<file path="src/rtl/pdp8_bin_loader.sv">
// PDP-8 BIN-format loader: parses a paper-tape byte stream and writes data words
// to memory one word behind the stream, so the trailing checksum is never stored.
module pdp8_bin_loader #(
  parameter int unsigned MEM_WAIT_LIMIT = 255,
  parameter bit          CHECK_CHECKSUM = 1'b1
) (
  input  logic        clk,
  input  logic        reset,
  input  logic        start,
  input  logic        in_valid,
  output logic        in_ready,
  input  logic [7:0]  in_byte,
  output logic        mem_write_enable,
  output logic [11:0] mem_address,
  output logic [11:0] mem_write_data,
  input  logic        mem_finished,
  output logic        load_busy,
  output logic        load_done,
  output logic        checksum_ok,
  output logic        load_error,
  output logic [11:0] words_written,
  output logic [11:0] last_origin
);

  localparam int unsigned WAIT_W = (MEM_WAIT_LIMIT < 2) ? 1 : $clog2(MEM_WAIT_LIMIT);
  localparam logic [WAIT_W-1:0] WAIT_LAST = WAIT_W'(MEM_WAIT_LIMIT - 1);

  typedef enum logic [2:0] {
    S_IDLE,
    S_LEADER,
    S_HIGH,
    S_LOW,
    S_WRITE,
    S_TRAILER,
    S_ERROR
  } state_t;

  state_t            state;
  logic [11:0]       addr;
  logic [11:0]       acc;
  logic [11:0]       pend_word;
  logic              pend_valid;
  logic              pend_orig;
  logic [5:0]        high_bits;
  logic              high_orig;
  logic [WAIT_W-1:0] wait_cnt;

  logic take;
  logic is_lt;
  logic is_field;

  assign in_ready  = state inside {S_LEADER, S_HIGH, S_LOW};
  assign load_busy = !(state inside {S_IDLE, S_ERROR});
  assign take      = in_valid && in_ready;
  assign is_lt     = (in_byte == 8'o200);
  assign is_field  = (in_byte[7:6] == 2'b11);

  always_ff @(posedge clk) begin
    if (reset) begin
      state            <= S_IDLE;
      mem_write_enable <= 1'b0;
      mem_address      <= '0;
      mem_write_data   <= '0;
      load_done        <= 1'b0;
      checksum_ok      <= 1'b0;
      load_error       <= 1'b0;
      words_written    <= '0;
      last_origin      <= '0;
      addr             <= '0;
      acc              <= '0;
      pend_word        <= '0;
      pend_valid       <= 1'b0;
      pend_orig        <= 1'b0;
      high_bits        <= '0;
      high_orig        <= 1'b0;
      wait_cnt         <= '0;
    end else begin
      case (state)
        S_IDLE, S_ERROR: begin
          if (start) begin
            load_done     <= 1'b0;
            load_error    <= 1'b0;
            checksum_ok   <= 1'b0;
            words_written <= '0;
            acc           <= '0;
            pend_valid    <= 1'b0;
            pend_orig     <= 1'b0;
            state         <= S_LEADER;
          end
        end

        // Field-setting frames carry nothing for a single-field loader and are skipped.
        S_LEADER, S_HIGH: begin
          if (take && !is_field) begin
            if (is_lt) begin
              if (state == S_HIGH) state <= S_TRAILER;
            end else if (in_byte[7]) begin
              load_error <= 1'b1;
              state      <= S_ERROR;
            end else begin
              high_bits <= in_byte[5:0];
              high_orig <= in_byte[6];
              state     <= S_LOW;
            end
          end
        end

        // The previous word commits only once a newer word proves it is not the checksum.
        S_LOW: begin
          if (take && !is_field) begin
            if (in_byte[7:6] != 2'b00) begin
              load_error <= 1'b1;
              state      <= S_ERROR;
            end else begin
              pend_word  <= {high_bits, in_byte[5:0]};
              pend_orig  <= high_orig;
              pend_valid <= 1'b1;
              state      <= S_HIGH;
              if (pend_valid) begin
                acc <= acc + 12'(pend_word[11:6]) + 12'(pend_word[5:0]);
                if (pend_orig) begin
                  addr        <= pend_word;
                  last_origin <= pend_word;
                end else begin
                  mem_write_enable <= 1'b1;
                  mem_address      <= addr;
                  mem_write_data   <= pend_word;
                  wait_cnt         <= '0;
                  state            <= S_WRITE;
                end
              end
            end
          end
        end

        S_WRITE: begin
          if (mem_finished) begin
            mem_write_enable <= 1'b0;
            addr             <= addr + 12'd1;
            words_written    <= words_written + 12'd1;
            state            <= S_HIGH;
          end else if (wait_cnt == WAIT_LAST) begin
            mem_write_enable <= 1'b0;
            load_error       <= 1'b1;
            state            <= S_ERROR;
          end else begin
            wait_cnt <= wait_cnt + WAIT_W'(1);
          end
        end

        S_TRAILER: begin
          if (!pend_valid || pend_orig) begin
            load_error <= 1'b1;
            state      <= S_ERROR;
          end else begin
            checksum_ok <= (pend_word == acc) || !CHECK_CHECKSUM;
            load_done   <= 1'b1;
            state       <= S_IDLE;
          end
        end

        default: state <= S_IDLE;
      endcase
    end
  end

endmodule
</file>
<file path="config.mk">
export PLATFORM = sky130hd
export DESIGN_NAME = pdp8_bin_loader
export DESIGN_NICKNAME = d
export VERILOG_FILES = /design/src/rtl/pdp8_bin_loader.sv
export SDC_FILE = /design/constraint.sdc
export NUM_CORES = 1
export LEC_CHECK = 0
export ABC_CLOCK_PERIOD_IN_PS = 3500
export BUFFER_PORTS_ARGS = -buffer_cell sky130_fd_sc_hd__buf_2
export CAP_MARGIN = 20
export CORE_MARGIN = 4
export CORE_UTILIZATION = 45
export DETAILED_ROUTE_END_ITERATION = 6
export PLACE_DENSITY = 0.66
export SLEW_MARGIN = 30
export SYNTH_ARGS = -nofsm -noshare
export SYNTH_HDL_FRONTEND = slang
export SYNTH_SLANG_ARGS = --single-unit
</file>
<file path="constraint.sdc">
create_clock -name clk -period 3.5 [get_ports clk]
set_input_delay 0.35 -clock clk [delete_from_list [all_inputs] [get_ports clk]]
set_output_delay 0.35 -clock clk [all_outputs]
set_load 0.02 [all_outputs]
</file>
==> results of run 1 <==
power by group:
| part | internal (mW) | switching (mW) | total, mW |
|---|---|---|---|
| Clock | 0.517 | 0.488 | 1.01 |
| Combinational | 0.219 | 0.380 | 0.599 |
| Sequential | 1.27 | 0.0742 | 1.34 |
cell type report:
type	instances	area, um^2	area share [%]
inverter	3	11.3	0.188
timing repair buffer	73	383	6.40
clock buffer	10	239	3.99
clock inverter	6	56.3	0.941
multi-input combinational	467	2950	49.3
tap	143	179	2.99
sequential	108	2160	36.1
kinds of logic (layout without fill, tap and decap cells):
logic type | after synthesis | after routing
AOI/OAI and AO/OA | 125 | 125
buffers and inverters | 39 | 92
muxes | 33 | 33
and+or+nand+nor | 260 | 260
xor gates and xnor gates | 26 | 26
DFF | 108 | 108
adders and majority gates | 23 | 23
final timing paths:
path / cells after the start / slack, ns / end / from
max: 8 / 0.72 / acc[11]$_SDFFE_PP0P_ / pend_word[7]$_SDFFE_PP0P_
max reg2reg: 8 / 0.72 / acc[11]$_SDFFE_PP0P_ / pend_word[7]$_SDFFE_PP0P_
min reg2reg: 2 / 0.45 / mem_address[10]$_SDFFE_PP0P_ / mem_address[10]$_SDFFE_PP0P_
min: 3 / 0.28 / high_bits[2]$_SDFFE_PP0P_ / in_byte[2]
flip-flops by register name, summed over array words and instances, names as in the netlist, 3 cells and up:
name	flops
mem_write_data	12
pend_word	12
state	3
high_bits	6
wait_cnt	8
addr	12
last_origin	12
acc	12
mem_address	12
words_written	12
cell usage in the layout (no fill, tap or decap), types with 6 or more instances in the layout:
cell / count
clkbuf_16: 9
a22oi_1: 6
a211oi_1: 6
nor2_1: 79
nand2_1: 86
nand4_1: 9
mux2i_1: 33
xor2_1: 7
buf_4: 7
o21ai_1: 11
o21ai_0: 18
nor3_1: 13
buf_2: 66
xnor2_1: 18
or3_1: 8
ha_1: 16
dfxtp_1: 108
fa_1: 7
a21oi_1: 51
nand3_1: 16
stage by stage:
| step | instance area [um^2] | total power [mW] | setup WS (ns) | std cells | hold WS [ns] |
|---|---|---|---|---|---|
| after floorplan | 5330 | 1.85 | 1.07 | 614 | 0.438 |
| after global placement | 5690 | 1.96 | 0.887 | 794 | 0.443 |
| after detailed placement | 5690 | 1.97 | 0.743 | 794 | 0.447 |
| after CTS | 5980 | 2.98 | 0.721 | 810 | 0.267 |
| after global routing | 5980 | 3.10 | 0.526 | 810 | 0.274 |
| final | 5980 | 2.95 | 0.720 | 810 | 0.279 |
per-layer routing:
layer / GRT usage (%) / vias to the layer above
li1: - / 2239
met2: 31.1 / 153
met1: 28.7 / 2193
met3: 4.52 / 17
met4: 6.50 / 0
met5: 0 / -
critical path, cell delays in order (launching register included):
cell      delay (ns)
dfxtp_1         0.47
fa_1            0.47
ha_1            0.26
fa_1            0.44
a211oi_1        0.33
o21bai_1        0.12
a21oi_1         0.32
or4_1           0.17
a21oi_1         0.06
==> impl_metrics.ini, run 1 <==
[run_status]
status = finished, final reports clean

[cts]
cts_buffers = 9
tritoncts = built
cts.clk_slew.worst_paths_ns = 0.08
h-tree-depth = 3
cts_num_sinks = 108
root_buffer = clkbuf_16
clockBufferDepth = 2
post_cts_resized = 0
postCtsSetupRepairBufs = 0
clk_latency_ns = 0.36
hold_buffers = 0

[synth]
synth_top_cell_area_share_pct = 40.6
seq_area_frac_synth_pct = 40.6
synth_compound_area_share_pct = 14.1
syn_inst = 614
synth_area_leaders = dfxtp_1, mux2i_1, nand2_1, nor2_1, a21oi_1
ys_seq_elements = 108
ys.flop_type = dfxtp_1
syn-cell-area_mm2 = 0.00533
avgSynthCellArea_um2 = 8.68
ys_warn_count = 0
synth_commonest_cells = dfxtp_1, nand2_1, nor2_1
synth_edf_count = 0
synth_fa_ha_area_share_pct = 6.39
synth_top_family_by_area = simple AND/OR/NAND/NOR gates
synth_xor_area_share_pct = 4.42
synth_fp_nets = 650
yosys.area_share.simple_pct = 24.2
post-synth-top-count-cell = dfxtp_1
async_flop_share_pct = 0
synth_mux_area_share_pct = 6.20
synth_cell_types = 68
synth_largest_area_cell = dfxtp_1

[global_routing]
antenna_found_initial = 0
grt_pass1_vias = 4242
grt_pass1_wl_mm = 21.7
overflow = 0
track_usage_pct = 20.4
grt_max_degree = 53

[die]
dieArea_mm2 = 0.0136
rows = 39
die_h_um = 117
initial_utilization_pct = 46.3
coreArea_mm2 = 0.0115
num_io_pins = 67
die_w_um = 117

[timing]
relSlewSlack_pct = 38.6
rsz0062_at_grt = false
hold_violations = 0
layout_min_cycle_time_ns = 2.78
slew_violations = 0
finalSetupViolations = 0
fmax_mhz = 360
tns_ns = 0
worst_pin_slew_ns = 0.922
min_period_over_period_pct = 79.4
fin_skew_ns = 0.0103

[route]
drtIter0Drc = 521
dr_wl_met3_um = 915
drt_wl_total_mm = 13.4
routed.top_layer = met4
ant_nets = 0
vias = 4602
drc = 0
wl_met2_mm = 5.97
wl_per_cell_um = 16.6
drt_first_pass_iters = 5
wl_met1_mm = 6.33
via_per_inst = 5.68

[critical_path]
crit_fanout = 6
startpoint_type = flip-flop
crit_path_end_kind = flip-flop
crit_arrival_ns = 3.01
crit_required_ns = 3.73
crit_type = flip-flop to flip-flop

[cells_and_area]
final_util_pct = 51.9
fin_nets = 698
antenna_cells = 0
drive_above_1_share_pct = 16.3
nFillCells = 1082
syn2layout_area_growth_pct = 12.3

[pwr]
p_leak_nw = 2.48
peakVddDrop_mv = 0.416
powerDensity_mw_per_mm2 = 493

[placement]
io_buffers = 66
hpwl_mm = 9.56
place_congestion = 0.838

[hold_path]
hold_path_class = primary input to flip-flop

[run]
maxCapViolations = 0
Power figures use the tool's default switching activity.
==> inputs of run 2 (changes only) <==
- ABC_AREA: not set -> 1
- ABC_CLOCK_PERIOD_IN_PS: 3500 -> 2600
- clock period: 3.5 -> 2.6 ns (I/O delays scaled with it)
==> impl_metrics.ini, run 2 <==
[die]
dieArea_mm2 = 0.0139
die_w_um = 118
rows = 39
die_h_um = 118
initial_utilization_pct = 46.8
num_io_pins = 67
coreArea_mm2 = 0.0116

[global_routing]
grt_pass1_wl_mm = 24.9
grt_max_degree = 40
antenna_found_initial = 0
overflow = 0
grt_pass1_vias = 5078
track_usage_pct = 21.7

[critical_path]
endpoint = acc[9]$_SDFFE_PP0P_
startpoint_type = flip-flop
crit_type = flip-flop to flip-flop
crit_arrival_ns = 2.50
crit_buf_inv = 0
crit_fanout = 3
cp.depth = 10
crit_top_cell = nand2_1
crit_path_cell_trace = fa_1, ha_1, fa_1, nand3_1, nand2_1, nand2_1, nand2_1, nand3_1, nand2_1, nor3b_1
cp_top_family = adder cells
reg2reg_to = acc[9]$_SDFFE_PP0P_
cp_slowest_cell = fa_1
crit_start = pend_word[1]$_SDFFE_PP0P_
reg2reg_depth = 10
r2r-start = pend_word[1]$_SDFFE_PP0P_
r2r_slack_ns = 0.33
crit_required_ns = 2.83
crit_path_end_kind = flip-flop
cp_slowest_stage_delay_ns = 0.44

[synth]
seq_area_frac_synth_pct = 39.8
syn_inst = 778
synth_fp_nets = 814
post-synth-top-count-cell = nand2_1
synth_largest_area_cell = dfxtp_1
synth_commonest_cells = nand2_1, dfxtp_1, a21oi_1
synth_cell_types = 29
async_flop_share_pct = 0
ys_seq_elements = 108
synth_area_leaders = dfxtp_1, nand2_1, a21oi_1, o21ai_0, inv_1
avgSynthCellArea_um2 = 6.98
ys.flop_type = dfxtp_1
synth_top_cell_area_share_pct = 39.8
ys_warn_count = 0
synth_edf_count = 0
syn-cell-area_mm2 = 0.00543

[hold_path]
hold_path_class = primary input to flip-flop

[cts]
clockBufferDepth = 2
cts.clk_slew.worst_paths_ns = 0.07
h-tree-depth = 3
tritoncts = built
hold_buffers = 0
clk_latency_ns = 0.36
root_buffer = clkbuf_16
cts_num_sinks = 108
postCtsSetupRepairBufs = 0
cts_buffers = 9
post_cts_resized = 0

[pwr]
peakVddDrop_mv = 0.685
p_leak_nw = 2.67
powerDensity_mw_per_mm2 = 792
total_power_mw = 4.90

[route]
ant_nets = 0
drt_wl_total_mm = 14.6
drc = 0
drtIter0Drc = 587
vias = 5321
drt_first_pass_iters = 5
via_per_inst = 5.41
wl_per_cell_um = 14.9

[timing]
tns_ns = 0
hold_ws_ns = 0.235
fin_skew_ns = 0.00912
layout_min_cycle_time_ns = 2.27
finalSetupViolations = 0
fmax_mhz = 441
worst_pin_slew_ns = 0.685
worst_slack_ns = 0.333
rsz0062_at_grt = false
relSlewSlack_pct = 54.2
min_period_over_period_pct = 87.2
slew_violations = 0
hold_violations = 0

[cells_and_area]
nFillCells = 1119
drive_above_1_share_pct = 12.4
final_area_mm2 = 0.00619
final_cell_mix = nand2_1, dfxtp_1, a21oi_1
final_common_cell = nand2_1
antenna_cells = 0
fin_cells = 984
syn2layout_area_growth_pct = 13.9
fin_nets = 872
final_util_pct = 53.3

[placement]
io_buffers = 66
place_ws_ns = 0.339
place_congestion = 0.911
place_inst = 968
hpwl_mm = 10.9
post_dp_cell_area_mm2 = 0.00587

[run]
maxCapViolations = 0

[run_status]
status = finished, final reports clean
[run 2: changes by cell type after synthesis, sizes merged, moves of 6 or more]
cell   change
a21oi     +54
a22oi      -6
and2       -6
buf        -6
inv       +76
mux2i     -33
nand2     +89
nand3     +32
nand4      +6
nor4b      -7
o21ai     +53
or3        -8
xnor2     -17
[run 2: worst register-to-register path, stage by stage (launching register included)]
cell     delay [ns]
dfxtp_1        0.39
fa_1           0.44
ha_1           0.25
fa_1           0.42
nand3_1        0.10
nand2_1        0.10
nand2_1        0.07
nand2_1        0.06
nand3_1        0.11
nand2_1        0.06
nor3b_1        0.13
[run 2: cell type report]
cell class / instances / area, um^2 / area share (%)
clock inverters: 6 / 93.8 / 1.52
clock buffers: 10 / 229 / 3.70
repair buffers: 75 / 398 / 6.43
inverters: 79 / 297 / 4.79
multi-input cells: 563 / 2830 / 45.7
well taps: 143 / 179 / 2.89
flip-flops and latches: 108 / 2160 / 34.9
[run 2: cell families after synthesis]
family / count (synthesis) / synth area share [%]
DFF: 108 / 39.8
AOI/OAI and AO/OA: 195 / 18.2
and+or+nand+nor: 337 / 26.4
adders and majority gates: 23 / 6.27
buffers and inverters: 107 / 8.09
xor gates and xnor gates: 8 / 1.29
[run 2: worst min-delay path by stage]
stage / from / end / slack, ns / cells after the start
floorplan: high_bits[0]$_SDFFE_PP0P_ / high_bits[0]$_SDFFE_PP0P_ / 0.42 / 2
global placement: high_bits[1]$_SDFFE_PP0P_ / high_bits[1]$_SDFFE_PP0P_ / 0.44 / 2
detailed placement: high_bits[0]$_SDFFE_PP0P_ / high_bits[0]$_SDFFE_PP0P_ / 0.44 / 2
CTS: in_byte[2] / pend_word[2]$_SDFFE_PP0P_ / 0.23 / 3
global route: in_byte[0] / high_bits[0]$_SDFFE_PP0P_ / 0.26 / 3
finish: in_byte[2] / pend_word[2]$_SDFFE_PP0P_ / 0.23 / 3
[run 2: power breakdown]
part	internal (mW)	total (mW)	switching, mW
logic	0.429	1.46	1.03
registers	1.80	1.95	0.158
clock network	0.854	1.49	0.637
[run 2: per-layer routing]
metal  track usage (%)  up-vias  wire length, um
li1                  -     2665                -
met1              28.4     2477             6570
met2              35.0      157             6890
met3              6.15       22              953
met4              6.01        0              229
met5                 0        -                0
==> inputs of run 3 (changes only) <==
- CAP_MARGIN: 20 -> not set
- GPL_TIMING_DRIVEN: not set -> 0
==> impl_metrics.ini, run 3 (same netlist as run 2, synthesis figures left out) <==
[pwr]
powerDensity_mw_per_mm2 = 803
total_power_mw = 5.05
p_leak_nw = 2.72
peakVddDrop_mv = 0.411

[hold_path]
hold_end = high_bits[2]$_SDFFE_PP0P_
worstHoldPathCells = 3
hold_start = in_byte[2]
hold_path_class = primary input to flip-flop

[global_routing]
antenna_found_initial = 0
grt_pass1_wl_mm = 25.7
grt_pass1_vias = 5136
grt_max_degree = 18
track_usage_pct = 22.8
overflow = 0

[critical_path]
crit_required_ns = 2.87
crit_type = flip-flop to flip-flop
r2r-start = acc[1]$_SDFFE_PP0P_
r2r_slack_ns = 0.26
crit_fanout = 3
reg2reg_to = acc[9]$_SDFFE_PP0P_
startpoint_type = flip-flop
crit_path_end_kind = flip-flop
reg2reg_depth = 10
crit_arrival_ns = 2.61

[cells_and_area]
antenna_cells = 0
nFillCells = 1133
final_cell_mix = nand2_1, dfxtp_1, a21oi_1
final_common_cell = nand2_1
fin_nets = 891
fin_cells = 1002
syn2layout_area_growth_pct = 15.6
drive_above_1_share_pct = 13.0

[timing]
hold_violations = 0
min_period_over_period_pct = 90.1
fin_skew_ns = 0.0122
rsz0062_at_grt = false
tns_ns = 0
relSlewSlack_pct = 54.4
finalSetupViolations = 0
layout_min_cycle_time_ns = 2.34
worst_pin_slew_ns = 0.684
slew_violations = 0
hold_ws_ns = 0.222
fmax_mhz = 427

[placement]
place_inst = 987
io_buffers = 66
place_congestion = 0.901
hpwl_mm = 11.7

[cts]
cts.clk_slew.worst_paths_ns = 0.07
clockBufferDepth = 2
cts_buffers = 9
clk_latency_ns = 0.36
root_buffer = clkbuf_16
h-tree-depth = 3
tritoncts = built
cts_num_sinks = 108

[route]
wl_met2_mm = 6.81
dr_wl_met3_um = 989
via_per_inst = 5.40
vias = 5411
routed.top_layer = met4
drt_wl_total_mm = 15.5
drc = 0
drtIter0Drc = 522
wl_per_cell_um = 15.4
ant_nets = 0
drt_first_pass_iters = 5
wl_met1_mm = 7.31

[die]
die_h_um = 118
coreArea_mm2 = 0.0116
dieArea_mm2 = 0.0139
initial_utilization_pct = 46.8
die_w_um = 118
rows = 39
num_io_pins = 67

[run_status]
status = finished, final reports clean

[run]
maxCapViolations = 0
run 3: worst max-delay path by stage:
stage / startpoint / endpoint / slack (ns)
after global placement: pend_word[1]$_SDFFE_PP0P_ / acc[9]$_SDFFE_PP0P_ / 0.25
final: acc[1]$_SDFFE_PP0P_ / acc[9]$_SDFFE_PP0P_ / 0.26
after detailed placement: pend_word[1]$_SDFFE_PP0P_ / acc[9]$_SDFFE_PP0P_ / 0.23
after global routing: acc[1]$_SDFFE_PP0P_ / acc[9]$_SDFFE_PP0P_ / 0.05
after CTS: pend_word[1]$_SDFFE_PP0P_ / acc[9]$_SDFFE_PP0P_ / 0.22
after floorplan: acc[1]$_SDFFE_PP0P_ / acc[9]$_SDFFE_PP0P_ / 0.51
run 3: worst max-delay path, stage by stage (launching register included):
cell and delay (ns):
dfxtp_1 0.35, fa_1 0.48, ha_1 0.25, fa_1 0.41, nand3_1 0.10, nand2_1 0.12
nand2_1 0.09, nand2_1 0.08, nand3_1 0.13, nor2_1 0.06, nor3b_1 0.19
run 3: timing repair:
action,in CTS,in global routing
buffers inserted,0,0
endpoints found under the setup margin,0,1
hold buffers,0,0
gates resized for setup,0,1
run 3: area by class of cell:
cell class	count	area [um^2]	share of cell area, %
sequential	108	2160	34.4
timing repair buffer	66	330	5.26
tap	143	179	2.85
clock inverter	6	114	1.81
inverter	79	297	4.72
clock buffer	9	225	3.59
multi-input combinational	563	2830	45.1
buffer	28	143	2.27
run 3: where the power goes:
part           switching (mW)  internal, mW
sequential              0.163          1.80
combinational            1.05         0.459
clock                   0.640         0.938
total                    1.85          3.19
run 3: stage by stage:
stage	setup slack, ns	instance area (um^2)	util [%]
after floorplan	0.507	5430	-
after global placement	0.251	5940	51.2
after detailed placement	0.234	5940	51.2
after CTS	0.216	6280	54.1
after global routing	0.0521	6280	54.1
final	0.259	6280	54.1
run 3: per-layer routing:
layer	vias to the layer above	GRT usage, %
met5	-	0
met4	0	8.35
met3	30	5.43
met2	199	35.4
met1	2468	31.0
li1	2714	-
